`src/rtl/router_arb_pkg.sv`:
```
// Shared types and helpers for the router output/VC schedulers.
package router_arb_pkg;

  typedef enum logic {
    IDLE   = 1'b0,
    LOCKED = 1'b1
  } arb_state_e;

  // Increment with wrap modulo n.
  function automatic int unsigned rr_next(input int unsigned idx, input int unsigned n);
    return (idx + 1 >= n) ? 0 : idx + 1;
  endfunction

endpackage

```
`src/rtl/rr_priority_picker.sv`:
```
// Rotate-priority encoder: first set bit of eligible at or after rr_ptr, wrapping.
module rr_priority_picker #(
  parameter int unsigned N  = 5,
  parameter int unsigned IW = (N > 1) ? $clog2(N) : 1
) (
  input  logic [N-1:0]  eligible,
  input  logic [IW-1:0] rr_ptr,
  output logic          found,
  output logic [IW-1:0] winner,
  output logic [N-1:0]  onehot
);

  always_comb begin
    int unsigned idx;
    found  = 1'b0;
    winner = '0;
    onehot = '0;
    idx    = 0;
    for (int unsigned k = 0; k < N; k++) begin
      idx = int'(rr_ptr) + k;
      if (idx >= N) idx = idx - N;
      if (!found && eligible[idx]) begin
        found       = 1'b1;
        winner      = IW'(idx);
        onehot[idx] = 1'b1;
      end
    end
  end

endmodule

```
`src/rtl/router_output_arbiter.sv`:
```
// Per-output scheduler: round-robin packet arbitration, wormhole lock, credit flow control.
module router_output_arbiter
  import router_arb_pkg::*;
#(
  parameter int unsigned NUM_INPUTS        = 5,
  parameter int unsigned FLIT_BUFFER_DEPTH = 4,
  parameter int unsigned IDX_WIDTH         = $clog2(NUM_INPUTS),
  parameter int unsigned CREDIT_WIDTH      = $clog2(FLIT_BUFFER_DEPTH + 1)
) (
  input  logic                    clk_noc,
  input  logic                    rst_noc,
  input  logic [NUM_INPUTS-1:0]   req,
  input  logic [NUM_INPUTS-1:0]   req_is_tail,
  input  logic [NUM_INPUTS-1:0]   disable_turn,
  input  logic                    credit_in,
  output logic [NUM_INPUTS-1:0]   grant,
  output logic                    grant_valid,
  output logic [IDX_WIDTH-1:0]    grant_idx,
  output logic                    locked,
  output logic [IDX_WIDTH-1:0]    lock_owner,
  output logic [CREDIT_WIDTH-1:0] credit_count,
  output logic                    credit_err
);

  localparam logic [CREDIT_WIDTH-1:0] CREDIT_MAX = CREDIT_WIDTH'(FLIT_BUFFER_DEPTH);

  arb_state_e                state_q, state_d;
  logic [IDX_WIDTH-1:0]      owner_q, owner_d;
  logic [IDX_WIDTH-1:0]      rr_ptr_q, rr_ptr_d;
  logic [CREDIT_WIDTH-1:0]   credit_q, credit_d;
  logic                      err_q, err_d;

  logic [NUM_INPUTS-1:0]     eligible;
  logic                      pick_found;
  logic [IDX_WIDTH-1:0]      pick_idx;
  logic [NUM_INPUTS-1:0]     pick_onehot;
  logic                      credits_ok;

  assign eligible   = req & ~disable_turn;
  assign credits_ok = (credit_q != '0);

  rr_priority_picker #(
    .N  (NUM_INPUTS),
    .IW (IDX_WIDTH)
  ) u_picker (
    .eligible (eligible),
    .rr_ptr   (rr_ptr_q),
    .found    (pick_found),
    .winner   (pick_idx),
    .onehot   (pick_onehot)
  );

  always_comb begin
    grant       = '0;
    grant_valid = 1'b0;
    grant_idx   = '0;
    state_d     = state_q;
    owner_d     = owner_q;
    rr_ptr_d    = rr_ptr_q;
    unique case (state_q)
      IDLE: begin
        if (pick_found && credits_ok) begin
          grant       = pick_onehot;
          grant_valid = 1'b1;
          grant_idx   = pick_idx;
          if (req_is_tail[pick_idx]) begin
            rr_ptr_d = IDX_WIDTH'(rr_next(int'(pick_idx), NUM_INPUTS));
          end else begin
            state_d = LOCKED;
            owner_d = pick_idx;
          end
        end
      end
      LOCKED: begin
        // The owner's turn restriction was already honoured when its head flit won.
        if (req[owner_q] && credits_ok) begin
          grant[owner_q] = 1'b1;
          grant_valid    = 1'b1;
          grant_idx      = owner_q;
          if (req_is_tail[owner_q]) begin
            state_d  = IDLE;
            owner_d  = '0;
            rr_ptr_d = IDX_WIDTH'(rr_next(int'(owner_q), NUM_INPUTS));
          end
        end
      end
      default: state_d = IDLE;
    endcase
  end

  always_comb begin
    credit_d = credit_q;
    err_d    = err_q;
    if (grant_valid && !credit_in) begin
      credit_d = credit_q - 1'b1;
    end else if (!grant_valid && credit_in) begin
      if (credit_q == CREDIT_MAX) err_d = 1'b1;
      else                        credit_d = credit_q + 1'b1;
    end
  end

  always_ff @(posedge clk_noc or posedge rst_noc) begin
    if (rst_noc) begin
      state_q  <= IDLE;
      owner_q  <= '0;
      rr_ptr_q <= '0;
      credit_q <= CREDIT_MAX;
      err_q    <= 1'b0;
    end else begin
      state_q  <= state_d;
      owner_q  <= owner_d;
      rr_ptr_q <= rr_ptr_d;
      credit_q <= credit_d;
      err_q    <= err_d;
    end
  end

  assign locked       = (state_q == LOCKED);
  assign lock_owner   = locked ? owner_q : '0;
  assign credit_count = credit_q;
  assign credit_err   = err_q;

endmodule

```
`config.mk`:
```
export PLATFORM = sky130hd
export DESIGN_NAME = router_output_arbiter
export DESIGN_NICKNAME = d
export VERILOG_FILES = /design/src/rtl/router_arb_pkg.sv /design/src/rtl/rr_priority_picker.sv /design/src/rtl/router_output_arbiter.sv
export SDC_FILE = /design/constraint.sdc
export NUM_CORES = 1
export LEC_CHECK = 0
export CAP_MARGIN = 0
export CORE_ASPECT_RATIO = 0.6
export CORE_UTILIZATION = 45
export DETAILED_ROUTE_END_ITERATION = 12
export PLACE_DENSITY = 0.78
export SLEW_MARGIN = 25
export SYNTH_ARGS = -nofsm -noshare
export SYNTH_HDL_FRONTEND = slang
export SYNTH_SLANG_ARGS = --single-unit
```
`constraint.sdc`:
```
create_clock -name clk_noc -period 4.5 [get_ports clk_noc]
set_clock_uncertainty 0.15 [all_clocks]
set_input_delay 0.9 -clock clk_noc [delete_from_list [all_inputs] [get_ports clk_noc]]
set_output_delay 0.9 -clock clk_noc [all_outputs]
set_load 0.02 [all_outputs]
```
==> impl_metrics.yaml <==
critical_path:
  cp.arrival_ps: 3700
  path_cells: "ha_4 -> fa_2 -> a21boi_2 -> buf_4 -> xnor2_4 -> mux2i_2 -> o221ai_2 -> nand3_4 -> buf_6 -> nor3b_4 -> or3_4 -> o32ai_1 -> buf_2"
  cp.required_ps: 3450
  cp-start-kind: "flip-flop"
  r2r_end: "rr_ptr_q[1]"
  crit_path_end: "grant[2]"
  crit_type: "flip-flop to output port"
  max_stage_delay_ps: 460
  reg2reg_slack_ps: -110
  crit_slowest_cell: "dfrtp_2"
  worstRegToRegCells: 19
  cp_max_fo: 7
  startpoint: "rr_ptr_q[1]"
  r2r-start: "rr_ptr_q[1]"
  endpoint_kind: "output port"
yosys:
  synth_cell_types: 83
  yosys_register_bits: 11
  synth_area_um2: 2850
  syn_avg_cell_area_um2: 7.41
  synth_area_leaders: "ha_1 11%, dfrtp_1 8.8%, mux2i_1 6.0%"
  synth_edf_count: 0
  yosys.area.top_type: "ha_1"
  synthFlopType: "dfrtp_1"
  syn-num-nets: 431
  synth_top_area_frac: 0.114
  synth_most_common_cell: "nand2_1"
  synth_common_cells: "37 x nand2_1, 32 x a21oi_1, 31 x nor2_1"
  async_reset_ff_frac: 1.00
  ys_seq_area_frac: 0.0969
  syn_inst: 385
  yosys_warnings: 0
cells_and_area:
  final_cells: 625
  nFillCells: 391
  finalCoreUtilization: 0.805
  multi_input_comb_area_um2: 2990
  final_layout_size_suffix_gt1_frac: 0.499
  antenna_cells: 0
  num-nets-final: 588
  final-seq-area_um2: 278
  layout-area-overhead-vs-synth_pct: 72.5
  postLayoutCellArea_um2: 4920
status:
  outcome: "finished, violations left"
  violations: "design-rule violations, negative setup slack"
timing:
  rsz0062_at_grt: "yes"
  slew_headroom: 0.471
  worst_slack_ps: -253
  tns_ps: -1780
  min_period_ps: 4750
  tightest_slew_ps: 788
  hold_viol: 0
  min_period_over_period: 1.06
  slew_viol_final: 0
  max_freq_mhz: 210
  setup_violations: 12
cts:
  clockBufferDepth: 2
  cts-buffers-inserted: 3
  clock_latency_ps: 250
  cts.sinks: 11
  ctsHoldBuffers: 0
  cts-root-buf: "clkbuf_8"
  cts_htree_levels: 1
  cts.clk_slew.worst_paths_ps: 60
  tritoncts: "done"
global_route:
  grt_usage: 0.361
  grt_max_degree: 27
  grt_pass1_wl_mm: 18.7
  antenna_found_initial: 0
  grt_pass1_vias: 3555
  grt_overflow: 0
route:
  routed_wl_mm: 13.3
  vias: 3959
  viasPerCell: 6.33
  drtAntennaViolNets: 0
  first_pass_iters: 9
  drc: 1
  wl_per_cell_um: 21.3
  drt_first_iter_violations: 493
placed_design:
  dp_hpwl_mm: 9.13
  place_area_um2: 4080
  numPortBuffers: 34
  routabilityCongestion: 1.04
  dp_cells: 601
job:
  drv_cap: 0
floorplanning:
  die-height_um: 63.7
  die-area_um2: 6670
  dieWidth_um: 105
  row_count: 22
  initial_core_util: 0.467
  io-pin-count: 35
  core_um2: 6110
min_path:
  min_path_type: "flip-flop to flip-flop"
## kinds of logic (layout without fill, tap and decap cells)
group | after synthesis | count (layout) | share of synthesized area
adders and majority gates | 28 | 28 | 0.128
muxes | 22 | 22 | 0.0807
DFF | 11 | 11 | 0.0969
AOI/OAI and AO/OA | 128 | 128 | 0.326
buffers and inverters | 42 | 198 | 0.0702
xor gates and xnor gates | 9 | 9 | 0.0355
and+or+nand+nor | 145 | 145 | 0.263
## per-stage QoR
step / hold slack, ps / worst slack, ps
after floorplan: 406 / 4.78
after global placement: 302 / -733
after detailed placement: 327 / -675
after CTS: 340 / -57.2
after global routing: 371 / -310
final: 333 / -253
## cells in the final DEF, fill, tap and decap left out, types with 4 or more instances in the layout
master	instances
o21ai_2	6
nand2b_1	10
o21ai_1	8
clkdlybuf4s50_1	23
nor3_2	6
a21oi_1	25
nor2b_1	7
mux2i_2	4
buf_4	127
dfrtp_1	9
ha_4	11
nand2_2	8
nor2_1	27
a31oi_1	6
inv_1	14
inv_2	7
mux2i_1	13
o21ai_0	12
nand3_1	4
a21oi_2	6
nand2_1	29
ha_1	14
buf_6	14
nor3_1	10
and2_1	5
## timing repair
action,4_1_cts,5_1_grt
gates cloned,1,0
pin swaps,14,35
setup endpoints to repair,12,14
resized for setup,86,104
setup buffers,5,15
## worst min-delay path by stage
stage	from	endpoint	cells after the start
floorplan	credit_count[2]	credit_count[2]	2
global placement	credit_err	credit_err	1
finish	credit_err	credit_err	1
global route	credit_err	credit_err	1
CTS	credit_err	credit_err	1
detailed placement	credit_err	credit_err	1
## layer usage
metal,wire length [µm],vias up,GRT usage
li1,-,1741,-
met1,5670,1861,0.535
met2,5610,300,0.526
met3,1610,57,0.0932
met4,444,0,0.0563
met5,0,-,0
## sequential cells by signal, indices dropped and copies added (netlist names)
signal        flops
credit_err        1
locked            1
owner_q           3
rr_ptr_q          3
credit_count      3
## worst max-delay path, delay by kind of cell, from the launching register on
family,cells,cell delay [ps]
flip-flops,1,460
AO/OA/AOI/OAI,3,590
AND/OR/NAND/NOR,3,680
XOR/XNOR,1,250
buffers and inverters,3,510
multiplexers,1,380
adder cells (fa/ha/maj),2,590
## final cells by class
cell class                      instances  area share
Multi-Input combinational cell        332       0.607
Timing Repair Buffer                  171       0.288
Clock inverter                          1     0.00102
Sequential cell                        11      0.0564
Inverter                               23      0.0181
Tap cell                               84      0.0214
Clock buffer                            3     0.00839
Power is left out: the tool's default activity adds up to more than one toggle a clock period on the data nets, which glitch-free logic cannot reach.
